## src/rtl/ltc2600_update_scheduler.sv

```systemverilog
// LTC2600 update scheduler: keeps per-channel shadow codes and dirty bits,
// picks pending work round-robin and hands one command frame at a time to
// the serial write core, waiting for its completion edge (or a timeout).
//
// state  | meaning
// -------+-----------------------------------------------------------
// IDLE   | nothing in flight; choose pd > dirty channel > update-all
// ISSUE  | one cycle: latch frame fields, pulse send_new_cmd
// WAIT   | frame held stable until completion edge or timeout
module ltc2600_update_scheduler #(
   parameter int DATA_WIDTH     = 16,
   parameter int N_CH           = 8,
   parameter int TIMEOUT_CYCLES = 4096
) (
   input  logic                  clk,
   input  logic                  rstn,
   input  logic                  ch_wr_en,
   input  logic [2:0]            ch_wr_addr,
   input  logic [DATA_WIDTH-1:0] ch_wr_data,
   input  logic                  batch_mode,
   input  logic                  pd_req,
   input  logic                  clear_err,
   output logic                  send_new_cmd,
   output logic [3:0]            command,
   output logic [3:0]            address,
   output logic [DATA_WIDTH-1:0] data,
   input  logic                  write_complete,
   output logic                  busy,
   output logic [N_CH-1:0]       dirty,
   output logic                  timeout_err
);

   localparam int CNT_W = $clog2(TIMEOUT_CYCLES + 1);

   localparam logic [3:0] CMD_WR_UPD  = 4'b0011;
   localparam logic [3:0] CMD_WR_IN   = 4'b0000;
   localparam logic [3:0] CMD_UPD_ALL = 4'b0001;
   localparam logic [3:0] CMD_PD_ALL  = 4'b0100;
   localparam logic [3:0] ADDR_ALL    = 4'b1111;

   typedef enum logic [1:0] {S_IDLE, S_ISSUE, S_WAIT} state_t;
   typedef enum logic [1:0] {K_CH, K_PD, K_UPD} kind_t;

   state_t                state_q, state_d;
   kind_t                 kind_q, kind_d;
   logic [2:0]            sel_q, sel_d;
   logic [2:0]            ptr_q, ptr_d;
   logic [DATA_WIDTH-1:0] shadow_q [N_CH];
   logic [DATA_WIDTH-1:0] shadow_d [N_CH];
   logic [N_CH-1:0]       dirty_q, dirty_d;
   logic                  batch_pending_q, batch_pending_d;
   logic                  pd_pending_q, pd_pending_d;
   logic                  send_q, send_d;
   logic [3:0]            cmd_q, cmd_d;
   logic [3:0]            addr_q, addr_d;
   logic [DATA_WIDTH-1:0] data_q, data_d;
   logic                  wc_q, wc_d;
   logic                  wc_prev_q, wc_prev_d;
   logic [CNT_W-1:0]      cnt_q, cnt_d;
   logic                  err_q, err_d;

   logic                  wc_rise;
   logic                  wr_hit;
   logic                  rr_found;
   logic [2:0]            rr_sel;
   logic [2:0]            rr_idx;

   assign wc_rise = wc_q & ~wc_prev_q;
   assign wr_hit  = ch_wr_en && (int'(ch_wr_addr) < N_CH);
   assign wc_d      = write_complete;
   assign wc_prev_d = wc_q;

   // Round-robin search: first dirty channel at or above the pointer, wrapping.
   always_comb begin
      rr_found = 1'b0;
      rr_sel   = '0;
      rr_idx   = '0;
      for (int i = 0; i < N_CH; i++) begin
         rr_idx = 3'((int'(ptr_q) + i) % N_CH);
         if (!rr_found && dirty_q[rr_idx]) begin
            rr_found = 1'b1;
            rr_sel   = rr_idx;
         end
      end
   end

   // Next-state, frame fields and bookkeeping; host writes applied last so a
   // write landing on the channel being issued keeps its dirty bit set.
   always_comb begin
      state_d         = state_q;
      kind_d          = kind_q;
      sel_d           = sel_q;
      ptr_d           = ptr_q;
      shadow_d        = shadow_q;
      dirty_d         = dirty_q;
      batch_pending_d = batch_pending_q;
      pd_pending_d    = pd_pending_q | pd_req;
      send_d          = 1'b0;
      cmd_d           = cmd_q;
      addr_d          = addr_q;
      data_d          = data_q;
      cnt_d           = cnt_q;
      err_d           = err_q & ~clear_err;

      case (state_q)
         S_IDLE: begin
            if (pd_pending_q) begin
               kind_d  = K_PD;
               state_d = S_ISSUE;
            end else if (rr_found) begin
               kind_d  = K_CH;
               sel_d   = rr_sel;
               state_d = S_ISSUE;
            end else if (batch_pending_q) begin
               kind_d  = K_UPD;
               state_d = S_ISSUE;
            end
         end
         S_ISSUE: begin
            send_d  = 1'b1;
            cnt_d   = '0;
            state_d = S_WAIT;
            case (kind_q)
               K_CH: begin
                  cmd_d          = batch_mode ? CMD_WR_IN : CMD_WR_UPD;
                  addr_d         = {1'b0, sel_q};
                  data_d         = shadow_q[sel_q];
                  dirty_d[sel_q] = 1'b0;
                  ptr_d          = (int'(sel_q) == N_CH - 1) ? 3'd0 : sel_q + 3'd1;
                  if (batch_mode) begin
                     batch_pending_d = 1'b1;
                  end
               end
               K_PD: begin
                  cmd_d  = CMD_PD_ALL;
                  addr_d = ADDR_ALL;
                  data_d = '0;
               end
               default: begin
                  cmd_d  = CMD_UPD_ALL;
                  addr_d = ADDR_ALL;
                  data_d = '0;
               end
            endcase
         end
         S_WAIT: begin
            if (wc_rise) begin
               if (kind_q == K_PD) begin
                  pd_pending_d = pd_req;
               end else if (kind_q == K_UPD) begin
                  batch_pending_d = 1'b0;
               end
               state_d = S_IDLE;
            end else if (cnt_q == CNT_W'(TIMEOUT_CYCLES - 1)) begin
               cnt_d = cnt_q + CNT_W'(1);
               err_d = 1'b1;
               if (kind_q == K_CH) begin
                  dirty_d[sel_q] = 1'b1;
               end
               state_d = S_IDLE;
            end else begin
               cnt_d = cnt_q + CNT_W'(1);
            end
         end
         default: state_d = S_IDLE;
      endcase

      if (wr_hit) begin
         shadow_d[ch_wr_addr] = ch_wr_data;
         dirty_d[ch_wr_addr]  = 1'b1;
      end
   end

   // All scheduler state; reset drops any frame in flight without retry.
   always_ff @(posedge clk or negedge rstn) begin
      if (!rstn) begin
         state_q         <= S_IDLE;
         kind_q          <= K_CH;
         sel_q           <= '0;
         ptr_q           <= '0;
         for (int i = 0; i < N_CH; i++) begin
            shadow_q[i] <= '0;
         end
         dirty_q         <= '0;
         batch_pending_q <= 1'b0;
         pd_pending_q    <= 1'b0;
         send_q          <= 1'b0;
         cmd_q           <= '0;
         addr_q          <= '0;
         data_q          <= '0;
         wc_q            <= 1'b0;
         wc_prev_q       <= 1'b0;
         cnt_q           <= '0;
         err_q           <= 1'b0;
      end else begin
         state_q         <= state_d;
         kind_q          <= kind_d;
         sel_q           <= sel_d;
         ptr_q           <= ptr_d;
         shadow_q        <= shadow_d;
         dirty_q         <= dirty_d;
         batch_pending_q <= batch_pending_d;
         pd_pending_q    <= pd_pending_d;
         send_q          <= send_d;
         cmd_q           <= cmd_d;
         addr_q          <= addr_d;
         data_q          <= data_d;
         wc_q            <= wc_d;
         wc_prev_q       <= wc_prev_d;
         cnt_q           <= cnt_d;
         err_q           <= err_d;
      end
   end

   assign send_new_cmd = send_q;
   assign command      = cmd_q;
   assign address      = addr_q;
   assign data         = data_q;
   assign busy         = (state_q != S_IDLE);
   assign dirty        = dirty_q;
   assign timeout_err  = err_q;

endmodule

```

## config.mk

```make
export PLATFORM = sky130hd
export DESIGN_NAME = ltc2600_update_scheduler
export DESIGN_NICKNAME = d
export VERILOG_FILES = /design/src/rtl/ltc2600_update_scheduler.sv
export SDC_FILE = /design/constraint.sdc
export NUM_CORES = 1
export LEC_CHECK = 0
export CAP_MARGIN = 30
export CORE_AREA = 2 2 134 136
export CTS_CLUSTER_DIAMETER = 40
export DETAILED_ROUTE_END_ITERATION = 6
export DIE_AREA = 0 0 136 138
export GPL_ROUTABILITY_DRIVEN = 1
export GPL_TIMING_DRIVEN = 0
export HOLD_SLACK_MARGIN = 0.06
export PLACE_DENSITY_LB_ADDON = 0.08
export SYNTH_ARGS = -nofsm -noshare
export SYNTH_HDL_FRONTEND = slang
export SYNTH_SLANG_ARGS = --single-unit
```

## constraint.sdc

```tcl
create_clock -name clk -period 3.74 [get_ports clk]
set_clock_uncertainty 0.2 [all_clocks]
set_input_delay 0.748 -clock clk [delete_from_list [all_inputs] [get_ports clk]]
set_output_delay 0.748 -clock clk [all_outputs]
set_load 0.01 [all_outputs]
```

**Word level (Yosys, flattened, before mapping)**

Cells that the tools add are included.

- Register bits after elaboration: 189
- Output and inout bits: 35

- Add/subtract/negate cells: 9
- Bitwise gates (word level): 12
- Reduce and logical (&&, ||, !) cells: 28
- Equality and inequality tests: 14
- Order comparisons: 15
- Multiplexer cells: 77

Operators with widths:

| kind | count |
|---|---|
| 128-bit bitwise mux | 1 |
| 16-bit two-way mux | 4 |
| 16-bit binary-select mux with 3-bit select | 1 |
| 16-bit demux with 3-bit select | 1 |
| 3-bit by 4-bit less-than comparator with 1-bit output, second input constant | 10 |
| 8-bit two-way mux | 5 |
| 1-bit two-way mux | 30 |
| 3-bit two-way mux | 9 |
| 13-bit case mux with 2 select lines | 1 |
| 1-bit binary-select mux with 3-bit select | 8 |
| 2-bit two-way mux | 9 |
| 8-bit OR | 2 |
| 8-bit case mux with 2 select lines | 1 |
| 13-bit by 1-bit adder with 13-bit output, second input constant | 1 |
| 13-bit by 12-bit == test with 1-bit output, second input constant | 1 |
| 13-bit two-way mux | 1 |
| 3-bit adder, second input constant | 4 |
| 2-bit != test, second input constant | 6 |
| 1-bit logical AND | 10 |
| 8-bit bitwise AND | 1 |
| 4-bit greater-or-equal comparator, second input constant | 2 |
| 3-bit inverter with 4-bit output | 2 |
| 8-bit inverter | 1 |
| 2-bit AND reduction | 4 |
| 23 further kinds | 40 |

**Longest topological paths before layout**

Gate-level depths: netlist of run 1.

- Depth after elaboration: 27
- Gate-level depth with buffers: 11
- Depth with buffers taken out: 9

**Worst setup path after synthesis of run 1**

OpenSTA, ideal clock, no wires.

- Path type: register to register
- Start point: register ptr_q[1]
- End point: register state_q[1]
- Data arrival time: 3.143 ns
- Slack: 0.269 ns
- Setup time: 0.128 ns
- Stages on the path, launching flop included: 12
- Buffers on the path: 2
- Cell sequence: dfrtp_1 -> buf_2 -> inv_1 -> ha_1 -> buf_2 -> mux2i_1 -> o21ai_0 -> or4_4 -> a21oi_4 -> nand4b_4 -> o32ai_2 -> mux2_1

- Longest elaborated chain between the ends: 27
- Elaborated cells between the ends (all ways): 50
- Those cells by class: add/sub: 7; eq/ne: 1; mux: 27; reduce/logical: 15

Ends and longest elaborated chain:

| element | line | RTL |
|---|---|---|
| from (decl) | 47 | `logic [2:0] ptr_q, ptr_d;` |
| from (signal assigned) | 199 | `ptr_q <= ptr_d;` |
| branches (longest 23 deep; another with 3-bit by 1-bit adder with 3-bit output) | -- |  |
| 1-bit two-way mux (*) | 80 | `if (!rr_found && dirty_q[rr_idx]) begin` |
| 2-bit two-way mux | 110 | `end else if (rr_found) begin` |
| 2-bit two-way mux | 107 | `if (pd_pending_q) begin` |
| 2-bit case mux with 3 select lines | 105 | `case (state_q)` |
| to (signal assigned) | 196 | `state_q <= state_d;` |
| to (decl) | 44 | `state_t state_q, state_d;` |

Every way passes the cells marked *. The select of a mux whose other input is x is not followed.
A chain may end at the register's enable or synchronous reset.

**Worst setup path in the final report of run 1**

Ends and elaborated chain as after synthesis.

==> run_results.csv, run 1 <==
group,metric,value,unit
status,outcome,"completed",
timing,setup_viol,0,
global_route,grt_use_met2,0.416,
timing,relSlewSlack,0.374,
floorplanning,io_pins,61,
detailed_routing,drtIter0Drc,443,
floorplanning,dieHeight,138,um
detailed_routing,drcViolationCount,0,
critical_path,rr_worst_depth,11,
yosys,ys_warn_count,0,
detailed_routing,wl_per_cell,20.7,um
yosys,async_reset_ff_frac,1.00,
detailed_routing,vias_per_cell,5.91,
clocking,clkTransAtPathRegs,70,ps
yosys,netlist_top_cells_count,"dfrtp_1, nand2_1, mux2_2, mux4_2, clkbuf_1",
layout,drive_gt1_frac,0.238,
global_route,use_met3,0.0521,
timing,fin_crit_sh,0.965,
detailed_routing,first_pass_iters,5,
clocking,cts_max_path_buffers,2,
floorplanning,die_w,136,um
critical_path,r2r-end,"state_q[1]",
power,p_sw,0.00326,W
yosys,synth_mux_area_frac,0.259,
critical_path,worstPathArrival,3720,ps
placement,gp_congestion,0.843,
critical_path,crit_start,"ptr_q[1]",
power,power.internal,0.00556,W
yosys,avgSynthCellArea,12.0,sq um
timing,layout_setup_ws,132,ps
layout,syn_to_final_growth,17.1,%
timing,fmax,0.277,GHz
critical_path,cp_max_fo,10,
power,combPwrFrac,0.453,
timing,hold_viol_final,0,
global_route,grt_max_degree,129,
critical_path,crit_path_end_kind,"register",
yosys,synth-seq-cells,188,
power,p_clk_frac,0.215,
clocking,hold_buffers,0,
global_route,grt_pass1_vias,6706,
timing,whs,49.5,ps
clocking,cts_buffers,17,
yosys,synth_edf_count,0,
critical_path,cp-start-kind,"register",
timing,rsz0062_at_grt,"false",
timing,fin_tns_setup,0,ps
power,swShare,0.370,
layout,nNetsFinal,887,
layout,insertedDiodeCount,0,
clocking,cts_tree,"yes",
power,powerDensity,813,nW/um^2
yosys,yosys.cell_count.top_type,"dfrtp_1",
timing,worst_pin_slew,939,ps
placement,dp_slack,-247,ps
timing,slew_violations,0,
yosys,synth_top_family_by_area,"multiplexers",
critical_path,worstSetupPathType,"reg2reg",
yosys,synth_top_area_share,0.508,
placement,hpwl,15300,um
detailed_routing,ant_nets,0,
floorplanning,start_util,0.528,
yosys,syn_nets,808,
floorplanning,die_area,18800,sq um
critical_path,required,3850,ps
power,pwr-share-seq,0.332,
flow_run,maxCapViolations,0,
global_route,track_usage,0.253,
min_path,min_path_type,"in2async",
yosys,synth-main-ff-cell,"dfrtp_1",
yosys,synth_compound_area_frac,0.0688,
layout,stdcell_area,10800,sq um
detailed_routing,num_vias,6473,
floorplanning,coreArea,17500,sq um
power,ir_drop,0.440,mV
yosys,syn_area,9260,sq um
critical_path,r2r-start,"ptr_q[1]",
placement,port_buffers,55,
yosys,seq_area_frac_synth,0.508,
yosys,synth.area.top_cells,"dfrtp_1, mux2_2, mux4_2",
yosys,synthSimpleGateAreaFrac,0.109,
power,p_leak,4.64,nW
detailed_routing,wirelength,22700,um
timing,layout_min_cycle_time,3610,ps
clocking,cts.htree.levels,4,
floorplanning,placementRows,49,
yosys,netlist_instances,774,
placement,placed_cell_area,10200,sq um
critical_path,rrSetupSlack,130,ps
yosys,yosysUniqueCellTypes,60,
global_route,grt_remaining_overflow,0,
global_route,grt-busiest-layer,"met2",
yosys,synthAdderAreaFrac,0.0108,
global_route,use_met1,0.341,
yosys,synthXorXnorAreaFrac,0.0114,
clocking,clkSinkCount,188,
global_route,antenna_found_initial,0,
clocking,cts_root_buf,"clkbuf_16",
clocking,clkLatencyLatePin,430,ps
global_route,grt_pass1_wl,36100,um
yosys,synth_top_area_cell,"dfrtp_1",
layout,fillers,1399,
## worst max-delay path, stage by stage, from the launching register on
cell	delay [ps]
dfrtp_2	450
buf_6	180
inv_1	90
ha_2	390
buf_6	180
mux2i_2	270
o21ai_0	130
or4_4	540
a21oi_4	290
nand4b_4	160
o32ai_2	240
mux2_1	350
## what timing repair did
action	in CTS	in global routing
buffers inserted	0	1
endpoints found under the setup margin	4	3
pin swaps	0	1
resized for setup	4	6
## power groups by stage
stage / Clock [W] / Sequential (W) / Combinational, W
floorplan: 0 / 0.00289 / 0.00268
global route: 0.00202 / 0.00299 / 0.00434
detailed placement: 0 / 0.00295 / 0.00388
global placement: 0 / 0.00291 / 0.00379
finish: 0.00190 / 0.00293 / 0.00400
CTS: 0.00193 / 0.00292 / 0.00392
## cells by family after synthesis
kind of cell | after synthesis
AND/OR/NAND/NOR | 223
flip-flops | 188
buffers and inverters | 74
XOR/XNOR | 12
adder cells (fa/ha/maj) | 8
AO/OA/AOI/OAI | 94
other | 1
multiplexers | 174
## metrics by stage
stage / utilization / total power, W / cells
6_report: 0.618 / 0.00882 / 1095
5_1_grt: 0.618 / 0.00934 / 1095
4_1_cts: 0.616 / 0.00876 / 1094
3_5_place_dp: 0.581 / 0.00683 / 1062
3_3_place_gp: 0.576 / 0.00671 / 1058
2_1_floorplan: - / 0.00557 / 774
## state kept, by name, indices dropped and copies added, names as in the netlist
signal and cells:
shadow_q 128, data 16, cnt_q 13, dirty 8, address 4, command 3, ptr_q 3, sel_q 3
kind_q 2, state_q 2, batch_pending_q 1, pd_pending_q 1, send_new_cmd 1, timeout_err 1, wc_prev_d 1, wc_prev_q 1
## layer usage
metal  vias up  part of all wire
li1       2926                 -
met1      3330              0.43
met2       189              0.51
met3        28             0.051
met4         0             0.017
met5         -                 0
## placed cells by master (no fill, tap or decap), types with 4 or more instances in the layout
cell type,count
dfrtp_1,187
nand2_1,141
mux2_2,103
clkdlybuf4s50_1,54
mux4_2,42
clkbuf_1,33
inv_1,27
mux2i_1,25
nor2_1,23
o22ai_1,21
o21ai_0,18
clkbuf_16,17
a21oi_1,14
nand2b_1,11
xor2_1,9
nor3_1,7
a221o_1,7
ha_1,7
or3_1,6
nor2b_1,6
nand3_1,6
o31ai_1,6
buf_1,5
inv_6,5
nand4_1,4
o21ai_1,4
## how the worst max path moves through the flow
stage / slack, ps / end / cells after the start
finish: 130 / state_q[1] / 11
detailed placement: -250 / state_q[1] / 11
global placement: -5650 / shadow_q[41] / 1
global route: 30 / state_q[1] / 10
floorplan: 270 / state_q[1] / 11
CTS: 3 / state_q[1] / 11
## cell type report
class	instances	area, sq um	area share
plain buffers	44	194	0.0179
well taps	229	287	0.0264
flip-flops and latches	188	4710	0.434
multi-input cells	512	4300	0.396
clock buffers	18	439	0.0405
clock inverters	14	179	0.0165
inverters	30	113	0.0104
repair buffers	60	628	0.0579
No activity file was read; power rests on OpenSTA's default activity.
==> inputs of run 2 (changes only) <==
--- a/config.mk
+++ b/config.mk
@@ -6,10 +6,10 @@
 export NUM_CORES = 1
 export LEC_CHECK = 0
 export CAP_MARGIN = 30
-export CORE_AREA = 2 2 134 136
+export CORE_AREA = 2 2 129 131
 export CTS_CLUSTER_DIAMETER = 40
 export DETAILED_ROUTE_END_ITERATION = 6
-export DIE_AREA = 0 0 136 138
+export DIE_AREA = 0 0 131 133
 export GPL_ROUTABILITY_DRIVEN = 1
 export GPL_TIMING_DRIVEN = 0
 export HOLD_SLACK_MARGIN = 0.06
==> constraint.sdc (replaced) <==
create_clock -name clk -period 4.1 [get_ports clk]
set_clock_uncertainty 0.2 [all_clocks]
set_input_delay 0.82 -clock clk [delete_from_list [all_inputs] [get_ports clk]]
set_output_delay 0.82 -clock clk [all_outputs]
set_load 0.01 [all_outputs]
==> run_results.csv, run 2 (synthesized netlist as in run 1, its figures left out) <==
group,metric,value,unit
global_route,use_met3,0.0485,
detailed_routing,drtIter0Drc,503,
timing,layout_min_cycle_time,3880,ps
timing,relSlewSlack,0.335,
clocking,cts_buffers,17,
critical_path,critPathMaxStageDelay,490,ps
critical_path,cp-start-kind,"register",
global_route,track_usage,0.273,
timing,fin_crit_sh,0.946,
layout,largest_reg_flops,128,
detailed_routing,num_vias,6475,
global_route,grt_pass1_wl,35900,um
placement,port_buffers,55,
layout,drive_gt1_frac,0.232,
detailed_routing,ant_nets,0,
power,power,0.00791,W
global_route,grt_max_degree,131,
global_route,antenna_found_initial,0,
detailed_routing,wl_per_cell,20.5,um
critical_path,cp_max_fo,10,
power,ir_drop,0.485,mV
critical_path,crit_path_end_kind,"register",
layout,nNetsFinal,888,
global_route,grt-busiest-layer,"met2",
global_route,grt_remaining_overflow,0,
floorplanning,die_w,131,um
timing,hold_viol_final,0,
critical_path,cp_slowest_cell,"dfrtp_1",
floorplanning,coreArea,16200,sq um
floorplanning,placementRows,47,
clocking,clkLatencyLatePin,440,ps
timing,fmax,0.258,GHz
timing,whs,107,ps
clocking,clkSinkCount,188,
layout,insertedDiodeCount,0,
layout,mostFrequentLayoutCells,"dfrtp_1, nand2_1, mux2_2",
floorplanning,die_area,17400,sq um
floorplanning,io_pins,61,
clocking,cts_max_path_buffers,2,
timing,setup_viol,0,
detailed_routing,vias_per_cell,5.96,
layout,syn_to_final_growth,16.5,%
clocking,cts_tree,"yes",
clocking,cts_root_buf,"clkbuf_16",
global_route,grt_use_met2,0.454,
timing,rsz0062_at_grt,"false",
timing,slew_violations,0,
flow_run,maxCapViolations,0,
layout,final_common_cell,"dfrtp_1",
critical_path,cp_top_family,"multiplexers",
floorplanning,start_util,0.573,
detailed_routing,wirelength,22200,um
global_route,grt_pass1_vias,6691,
status,outcome,"completed",
power,powerDensity,733,nW/um^2
detailed_routing,first_pass_iters,5,
critical_path,crit_buf_inv,3,
clocking,hold_buffers,0,
layout,regMostFlops,"shadow_q",
critical_path,worstPathArrival,4000,ps
timing,worst_pin_slew,997,ps
clocking,clkTransAtPathRegs,70,ps
critical_path,worstSetupPathType,"reg2reg",
global_route,use_met1,0.375,
min_path,min_path_type,"in2async",
critical_path,crit_chain,"clkbuf_4 -> inv_1 -> ha_1 -> buf_2 -> mux2i_1 -> o22ai_1 -> or4_4 -> a21oi_4 -> nand4b_4 -> o32ai_2 -> mux2_1",
power,p_leak,4.63,nW
clocking,cts.htree.levels,4,
critical_path,required,4220,ps
placement,hpwl,15200,um
detailed_routing,drcViolationCount,0,
floorplanning,dieHeight,133,um
placement,gp_congestion,0.852,
## run 2: cell type report
type | instances | area (sq um)
Clock buffer | 17 | 425
Fill cell | 1228 | 5380
Clock inverter | 14 | 178
Inverter | 30 | 113
Sequential cell | 188 | 4700
Buffer | 44 | 184
Tap cell | 220 | 275
Multi-Input combinational cell | 512 | 4270
Timing Repair Buffer | 61 | 636
## run 2: final timing paths
kind / endpoint / cells after the start / startpoint / slack [ps]
max in group asynchronous: shadow_q[21] / 2 / rstn / 2620
max reg2reg: state_q[1] / 11 / ptr_q[1] / 220
min in group clk: wc_prev_q / 0 / wc_prev_d / 210
min: pd_pending_q / 1 / rstn / 110
min reg2reg: wc_prev_q / 0 / wc_prev_d / 210
max: state_q[1] / 11 / ptr_q[1] / 220
## run 2: what timing repair did
| action | in CTS | in global routing |
|---|---|---|
| setup buffers | 0 | 0 |
| resized for setup | 0 | 3 |
| setup endpoints to repair | 0 | 3 |
## run 2: metal layers
| layer | vias to the layer above | wire (um) |
|---|---|---|
| met5 | - | 0 |
| met3 | 26 | 897 |
| met1 | 3351 | 9790 |
| met4 | 0 | 278 |
| li1 | 2935 | - |
| met2 | 163 | 11300 |
## run 2: power breakdown
group / total (W) / switching (W) / internal (W) / leakage [nW]
Clock: 0.00168 / 0.000759 / 0.000921 / 0.289
Combinational: 0.00357 / 0.00186 / 0.00171 / 2.01
Sequential: 0.00266 / 0.000347 / 0.00232 / 2.33
Total: 0.00791 / 0.00297 / 0.00495 / 4.63
## run 2: per-stage QoR
| step | TNS [ps] | cell area, sq um | std cells | setup slack, ps | utilization |
|---|---|---|---|---|---|
| 2_1_floorplan | 0 | 9260 | 774 | 629 | - |
| 3_3_place_gp | -1015420 | 10100 | 1049 | -5420 | 0.624 |
| 3_5_place_dp | 0 | 10200 | 1054 | 180 | 0.628 |
| 4_1_cts | 0 | 10800 | 1085 | 138 | 0.666 |
| 5_1_grt | 0 | 10800 | 1086 | 4.88 | 0.667 |
| 6_report | 0 | 10800 | 1086 | 221 | 0.667 |
==> inputs of run 3 (changes only) <==
--- a/config.mk
+++ b/config.mk
@@ -14,6 +14,7 @@
 export GPL_TIMING_DRIVEN = 0
 export HOLD_SLACK_MARGIN = 0.06
 export PLACE_DENSITY_LB_ADDON = 0.08
+export SLEW_MARGIN = 20
 export SYNTH_ARGS = -nofsm -noshare
 export SYNTH_HDL_FRONTEND = slang
 export SYNTH_SLANG_ARGS = --single-unit
==> run_results.csv, run 3 (synthesized netlist as in run 1, its figures left out) <==
group,metric,value,unit
timing,slew_violations,0,
clocking,clkSinkCount,188,
floorplanning,dieHeight,133,um
clocking,postCtsSetupBuffers,0,
clocking,cts_buffers,17,
global_route,grt_remaining_overflow,0,
detailed_routing,wl_per_cell,20.6,um
timing,layout_setup_ws,238,ps
clocking,cts.htree.levels,4,
layout,largest_reg_flops,128,
status,outcome,"completed",
clocking,hold_buffers,0,
clocking,clkLatencyLatePin,440,ps
detailed_routing,ant_nets,0,
layout,final_common_cell,"dfrtp_1",
global_route,grt_pass1_wl,35700,um
clocking,clkTransAtPathRegs,70,ps
critical_path,r2r-end,"state_q[1]",
clocking,cts_resized,0,
detailed_routing,vias_per_cell,5.95,
detailed_routing,wirelength,22400,um
floorplanning,start_util,0.573,
placement,port_buffers,55,
flow_run,maxCapViolations,0,
power,p_leak,4.62,nW
critical_path,rrSetupSlack,240,ps
layout,insertedDiodeCount,0,
global_route,grt_pass1_vias,6608,
clocking,cts_max_path_buffers,2,
floorplanning,io_pins,61,
global_route,grt_max_degree,96,
placement,hpwl,15100,um
timing,relSlewSlack,0.332,
min_path,hold_path_end,"wc_prev_q",
min_path,worstHoldStart,"wc_prev_d",
critical_path,worstSetupPathType,"reg2reg",
min_path,holdPathStages,0,
critical_path,rr_worst_depth,11,
floorplanning,die_w,131,um
critical_path,r2r-start,"ptr_q[1]",
critical_path,cp-start-kind,"register",
layout,regMostFlops,"shadow_q",
global_route,antenna_found_initial,0,
placement,dp_slack,186,ps
floorplanning,coreArea,16200,sq um
timing,layout_min_cycle_time,3860,ps
floorplanning,placementRows,47,
global_route,track_usage,0.275,
clocking,cts_tree,"yes",
layout,syn_to_final_growth,16.4,%
critical_path,cp_max_fo,10,
timing,setup_viol,0,
critical_path,required,4220,ps
power,ir_drop,0.382,mV
critical_path,worstPathArrival,3980,ps
layout,nNetsFinal,886,
power,powerDensity,730,nW/um^2
layout,drive_gt1_frac,0.234,
timing,worst_pin_slew,1000,ps
floorplanning,die_area,17400,sq um
timing,fin_crit_sh,0.942,
timing,rsz0062_at_grt,"false",
detailed_routing,drcViolationCount,0,
clocking,cts_root_buf,"clkbuf_16",
layout,mostFrequentLayoutCells,"dfrtp_1, nand2_1, mux2_2",
detailed_routing,drtIter0Drc,423,
detailed_routing,num_vias,6456,
min_path,min_path_type,"reg2reg",
detailed_routing,first_pass_iters,5,
critical_path,crit_path_end_kind,"register",
timing,fmax,0.259,GHz
timing,hold_viol_final,0,
layout,final_util,0.666,
placement,gp_congestion,0.852,
[run 3: cell types whose count changed in the layout (fill, tap and decap cells not counted), sizes merged]
cell	before	now
clkinv	5	9
buf	17	15
clkbuf	51	52
inv	35	33
clkinvlp	2	1
bufinv	2	1
[run 3: critical path: stages, from the launching register on]
cell and delay, ps:
dfrtp_1 500, clkbuf_4 290, inv_1 100, ha_1 380
buf_2 300, mux2i_1 400, o22ai_1 150, or4_4 440
a21oi_4 270, nand4b_4 160, o32ai_2 230, mux2_1 340
[run 3: layout make-up]
type,count,area (sq um)
clock inverters,14,158
fillers,1204,5400
well taps,220,275
clock buffers,18,439
inverters,30,113
multi-input cells,512,4290
repair buffers,59,617
flip-flops and latches,188,4700
plain buffers,44,184
[run 3: how the worst max path moves through the flow]
stage | start | end | slack (ps) | cells after the start
floorplan | ptr_q[1] | state_q[1] | 630 | 11
global placement | rstn | shadow_q[41] | -5420 | 1
detailed placement | ptr_q[1] | state_q[1] | 190 | 11
CTS | ptr_q[1] | sel_q[2] | 150 | 11
global route | ptr_q[1] | state_q[1] | 20 | 11
finish | ptr_q[1] | state_q[1] | 240 | 11
[run 3: stage by stage]
step / setup TNS [ps] / cells / hold slack, ps / power, W / instance area (sq um)
floorplan: 0 / 774 / 168 / 0.00508 / 9260
global placement: -1015420 / 1049 / 186 / 0.00609 / 10100
detailed placement: 0 / 1052 / 196 / 0.00621 / 10200
CTS: 0 / 1084 / 213 / 0.00786 / 10800
global route: 0 / 1085 / 226 / 0.00834 / 10800
finish: 0 / 1085 / 209 / 0.00786 / 10800
[run 3: report_power, final]
part / leakage, nW / internal [W] / switching [W]
combinational: 2.00 / 0.00170 / 0.00185
sequential: 2.33 / 0.00232 / 0.000348
clock: 0.290 / 0.000880 / 0.000763
total: 4.62 / 0.00490 / 0.00297
[run 3: routing by layer]
metal / wire [um] / up-vias / global-route usage
li1: - / 2935 / -
met1: 9770 / 3333 / 0.380
met2: 11400 / 166 / 0.449
met3: 982 / 22 / 0.0485
met4: 258 / 0 / 0.0816
met5: 0 / - / 0
==> RTL edit 1 (settings of run 2) <==
Register the output `data` once more, without a reset; this adds one clock of latency there. The other outputs are not delayed to match.
--- a/src/rtl/ltc2600_update_scheduler.sv
+++ b/src/rtl/ltc2600_update_scheduler.sv
@@ -215,7 +215,9 @@
    assign send_new_cmd = send_q;
    assign command      = cmd_q;
    assign address      = addr_q;
-   assign data         = data_q;
+   always_ff @(posedge clk) begin
+      data <= data_q;
+   end
    assign busy         = (state_q != S_IDLE);
    assign dirty        = dirty_q;
    assign timeout_err  = err_q;
Check against the original RTL: not equivalent (a bounded check fails within 4 cycles, from zero or initial values and one cycle with rstn low).
==> RTL edit 1 against run 2 <==
Synthesized area is 2.3% higher. Count of clock-buffer cells in the layout is 23 higher. Wire length is 5.0% lower. Sequential cell count is 16 higher. Sequential share of layout area is 0.78 points higher. Fmax is 3.2% higher. Final area is 4.9% higher. Setup slack better by 0.12 ns. Total power is 10% higher.
==> RTL edit 1: results (changes against run 2) <==
| Metric | Value |
|---|---|
| Outcome | finished, final reports clean |
| Largest net degree at the start of global routing | 124 (-5.3%) |
| Async set-reset flop share out of synthesis | 0.922 (-0.0784) |
| Distinct cells, synth | 66 (+10%) |
| Min-delay worst type | flip-flop to flip-flop |
| Multiplexer area fraction after synthesis | 0.286 (+0.0267) |
| Static Leakage | 4.78 nW (+3.2%) |
| Syn nets | 738 (-8.7%) |
| Vias in the first global route | 6400 (-4.3%) |
| Met3 wire len | 1.02 mm (+13%) |
| H-tree depth | 1 (-3) |
| Total track usage | 0.253 (-0.0198) |
| CP max FO | 10 (unchanged) |
| Ant diodes | 0 (unchanged) |
| Slowest cell on crit path | mux4_2 |
| DP Worst Slack | 0.405 ns (+0.225 ns) |
| Crit path DAT | 3.97 ns (-0.03 ns) |
| Max incr delay on CP | 0.62 ns (+0.13 ns) |
| Worst-case clock buffer depth | 3 (+1) |
| Wl on met1 | 9.18 mm (-6.2%) |
| Post-CTS Setup Inserts | 0 (unchanged) |
| Compound-Gate Fraction of Synth Area | 0.0649 (-0.00391) |
| Top Layer Used | met4 |
| Clk_lat worst skew | 0.53 ns (+0.09 ns) |
| Iteration-0 DRC Markers | 401 (-20%) |
| Worst R2R Start | ptr_q[1]$_DFFE_PN0P_ |
| VDD IR-drop max | 0.399 mV (-18%) |
| Worst r2r path cells | 10 (-1) |
| Worst-Margin Slew | 0.983 ns (-0.0143 ns) |
| First-pass GRT wire length | 34.2 mm (-4.7%) |
| Initial antenna violation count | 0 (unchanged) |
| Routed wire length | 21.1 mm (-5.0%) |
| Total CTS buffers | 29 (+12) |
| Switching power | 2.99 mW (+0.62%) |
| Via Count | 6245 (-3.6%) |
| Adder-Cell Fraction of Synth Area | 0.0106 (-0.000240) |
| Most common library cells after synthesis | dfrtp_1, mux2_2, mux4_2 |
| Largest regs | shadow_q x128, data x16, data_q x16 |
| Root Driver | clkbuf_16 |
| Register area share after synthesis | 0.531 (+0.0225) |
| # nets final | 830 (-6.5%) |
| Met2 wire length | 10.5 mm (-7.3%) |
| Area contributors post-synth | dfrtp_1, mux2_2, mux4_2 |
| WHS Path Cells | 0 |
| XOR/XNOR share of the synthesized area | 0.0129 (+0.00160) |
| Final HPWL DP | 14.2 mm (-6.6%) |
| Share of cells above drive strength 1 | 0.301 (+0.0686) |
| Placed cell area | 10400 sq um (+1.9%) |
| GPL Wtd Cong | 0.882 (+3.4%) |
-- RTL edit 1: kinds of logic after synthesis --
kind of cell             Yosys count
multiplexers                     200
XOR/XNOR                          14
AND/OR/NAND/NOR                  119
adder cells (fa/ha/maj)            8
buffers and inverters             71
other                              1
flip-flops                       204
AO/OA/AOI/OAI                     87
-- RTL edit 1: worst reg2reg max path, cell delays in order (launching register included) --
cell and delay [ns]:
dfrtp_1 0.46, buf_2 0.28, inv_1 0.10, ha_1 0.41
mux4_2 0.62, mux2i_1 0.30, nand2_1 0.19, nor4_2 0.45
nor2b_4 0.26, a21oi_2 0.07, mux2_4 0.30
-- RTL edit 1: stage by stage --
stage / instances / TNS [ns] / hold slack, ns / total power, mW
global placement: 979 / -966.29 / 0.153 / 6.18
finish: 1038 / 0 / 0.164 / 8.71
detailed placement: 984 / 0 / 0.156 / 6.30
CTS: 1038 / 0 / 0.167 / 8.74
floorplan: 704 / 0 / 0.147 / 5.30
global route: 1038 / 0 / 0.172 / 9.20
-- RTL edit 1: area by class of cell --
class	count	area (sq um)
tap	220	275
clock buffer	40	807
clock inverter	13	148
sequential	204	5020
buffer	39	174
fill	1095	4850
inverter	32	120
multi-input combinational	429	4150
timing repair buffer	61	623
-- RTL edit 1: worst paths after layout --
check | to | slack, ns
worst max-delay path | state_q[1]$_DFFE_PN0P_ | 0.34
worst min-delay path | data[4]$_DFF_P_ | 0.16
worst max register to register | state_q[1]$_DFFE_PN0P_ | 0.34
worst min register to register | data[4]$_DFF_P_ | 0.16
max in group asynchronous | shadow_q[9]$_DFFE_PN0P_ | 2.11
min in group asynchronous | cnt_q[2]$_DFFE_PN0P_ | 0.62
-- RTL edit 1: per-layer routing --
layer	GRT usage	up-vias
li1	-	2792
met1	0.361	3233
met2	0.411	182
met3	0.0384	38
met4	0.0691	0
met5	0	-
-- RTL edit 1: what timing repair did --
action                                 4_1_cts  5_1_grt
hold buffers                                 1        0
endpoints found under the hold margin       24        0
resized for setup                            0        0
-- RTL edit 1: power groups by stage --
| stage | Combinational (mW) | Sequential (mW) | Clock (mW) |
|---|---|---|---|
| after CTS | 3.42 | 2.88 | 2.44 |
| after global placement | 3.31 | 2.86 | 0 |
| final | 3.43 | 2.88 | 2.39 |
| after global routing | 3.73 | 2.94 | 2.53 |
| after floorplan | 2.46 | 2.84 | 0 |
| after detailed placement | 3.40 | 2.91 | 0 |
==> RTL edit 2 (config.mk and constraints of run 2) <==
Made on the original files. Change the parameter `TIMEOUT_CYCLES` from 4096 to 8192.
--- a/src/rtl/ltc2600_update_scheduler.sv
+++ b/src/rtl/ltc2600_update_scheduler.sv
@@ -10,7 +10,7 @@
 module ltc2600_update_scheduler #(
    parameter int DATA_WIDTH     = 16,
    parameter int N_CH           = 8,
-   parameter int TIMEOUT_CYCLES = 4096
+   parameter int TIMEOUT_CYCLES = 8192
 ) (
    input  logic                  clk,
    input  logic                  rstn,
Formal check against the unedited RTL: same outputs for any inputs over 4 cycles, from zero or initial values and one cycle with rstn low; that may be too few to reach the edited logic, so the function may still have changed.
==> RTL edit 2 against run 2 <==
Final area about the same. Fmax increased by 6.7%. Worst hold slack improved by 0.091 ns. First-iteration DRC count decreased by 29%. Final cell count decreased by 7.1%. Synthesized area increased by 0.12%. Synthesized cell count decreased by 10%. Total power decreased by 3.9%. Sequential cell count increased by 1. Via count decreased by 6.0%. Sequential share of layout area increased by 0.21 points. Setup slack improved by 0.24 ns. Wire length decreased by 7.2%.
==> RTL edit 2: results (changes against run 2) <==
| Metric | Value |
|---|---|
| Outcome | finished, final reports clean |
| Register area share after synthesis | 0.510 (+0.00208) |
| Period utilization | 0.887 (-0.0595) |
| Per-cell routed wire length | 20.5 microns (-0.13%) |
| Post-synthesis area per instance | 13.3 sq um (+11%) |
| Via/cell ratio | 6.03 (+1.2%) |
| # nets final | 810 (-8.8%) |
| H-tree depth | 4 (unchanged) |
| CP delay by family, top | multiplexers |
| DP Worst Slack | 0.286 ns (+0.107 ns) |
| Final HPWL DP | 14.0 mm (-7.6%) |
| Max incr delay on CP | 0.58 ns (+0.09 ns) |
| Worst R2R Start | ptr_q[0]$_DFFE_PN0P_ |
| Total track usage | 0.256 (-0.0177) |
| CTS resizes | 0 (unchanged) |
| Compound-Gate Fraction of Synth Area | 0.0671 (-0.00170) |
| Placed cells | 977 (-7.3%) |
| First-pass DRT Iterations | 5 (unchanged) |
| Routed wire length | 20.6 mm (-7.2%) |
| Vias in the first global route | 6297 (-5.9%) |
| Worst-Margin Slew | 0.959 ns (-0.0383 ns) |
| Share of cells above drive strength 1 | 0.299 (+0.0670) |
| Multiplexer area fraction after synthesis | 0.307 (+0.0477) |
| CP max FO | 10 (unchanged) |
| Adder-Cell Fraction of Synth Area | 0.0108 (-0.0000131) |
| Clock slew at reported path FFs | 0.07 ns (about the same) |
| Worst Setup EP | state_q[0]$_DFFE_PN0P_ |
| GPL Wtd Cong | 0.909 (+6.7%) |
| VDD IR-drop max | 0.386 mV (-20%) |
| Reg2reg setup slack | 0.47 ns (+0.24 ns) |
| Crit path DAT | 3.73 ns (-0.27 ns) |
| XOR/XNOR share of the synthesized area | 0.0104 (-0.000959) |
| Area contributors post-synth | dfrtp_1, mux2_2, mux4_2 |
| Static Leakage | 4.46 nW (-3.6%) |
| First-pass GRT wire length | 33.7 mm (-6.1%) |
| Largest net degree at the start of global routing | 97 (-26%) |
| Syn nets | 730 (-9.7%) |
| Iteration-0 DRC Markers | 359 (-29%) |
| Most common library cells after synthesis | dfrtp_1, mux2_2, mux4_2 |
| Placed cell area | 10200 sq um (about the same) |
| Footprint of the multi-input gates | 4270 sq um (about the same) |
| IO buf count | 57 (+3.6%) |
| Slowest cell on crit path | mux4_2 |
| FILL cells | 1218 (-0.81%) |
==> RTL edit 2: cell types whose count changed after synthesis, moves of 7 or more <==
cell      change
clkbuf_1      -7
mux2i_1       -8
nand2_1     -105
mux2_2       +33
a221o_1       -7
o21ai_0       +7
nand3_1       +7
==> RTL edit 2: cell families after synthesis <==
group,after synthesis
compound gates,97
xor+xnor,11
fa+ha+maj,8
buf+inv,66
flops,189
mux,206
other cells,1
simple gates,118
==> RTL edit 2: metal layers <==
metal,track usage,wire length (microns)
met4,0.0567,260
met5,0,0
met3,0.0522,836
met1,0.352,8970
met2,0.422,10600
==> RTL edit 2: area by class of cell <==
type | instances | share of cell area
plain buffers | 39 | 0.0155
clock buffers | 21 | 0.0436
clock inverters | 11 | 0.0144
inverters | 27 | 0.00939
multi-input cells | 441 | 0.396
flip-flops and latches | 189 | 0.438
well taps | 220 | 0.0255
repair buffers | 61 | 0.0577
==> RTL edit 2: how the worst min path moves through the flow <==
stage	startpoint	endpoint	cells after the start	slack [ns]
6_report	rstn	cnt_q[9]$_DFFE_PN0P_	1	0.20
5_1_grt	rstn	cnt_q[9]$_DFFE_PN0P_	1	0.25
4_1_cts	rstn	cnt_q[11]$_DFFE_PN0P_	1	0.23
3_5_place_dp	wc_prev_d$_DFF_PN0_	wc_prev_q$_DFF_PN0_	0	0.22
3_3_place_gp	wc_prev_d$_DFF_PN0_	wc_prev_q$_DFF_PN0_	0	0.22
2_1_floorplan	wc_prev_d$_DFF_PN0_	wc_prev_q$_DFF_PN0_	0	0.18
==> RTL edit 2: power breakdown <==
part	leakage [nW]	internal (mW)	switching, mW	total (mW)
logic	1.84	1.63	1.60	3.24
registers	2.32	2.30	0.345	2.64
clock network	0.304	1.02	0.712	1.73
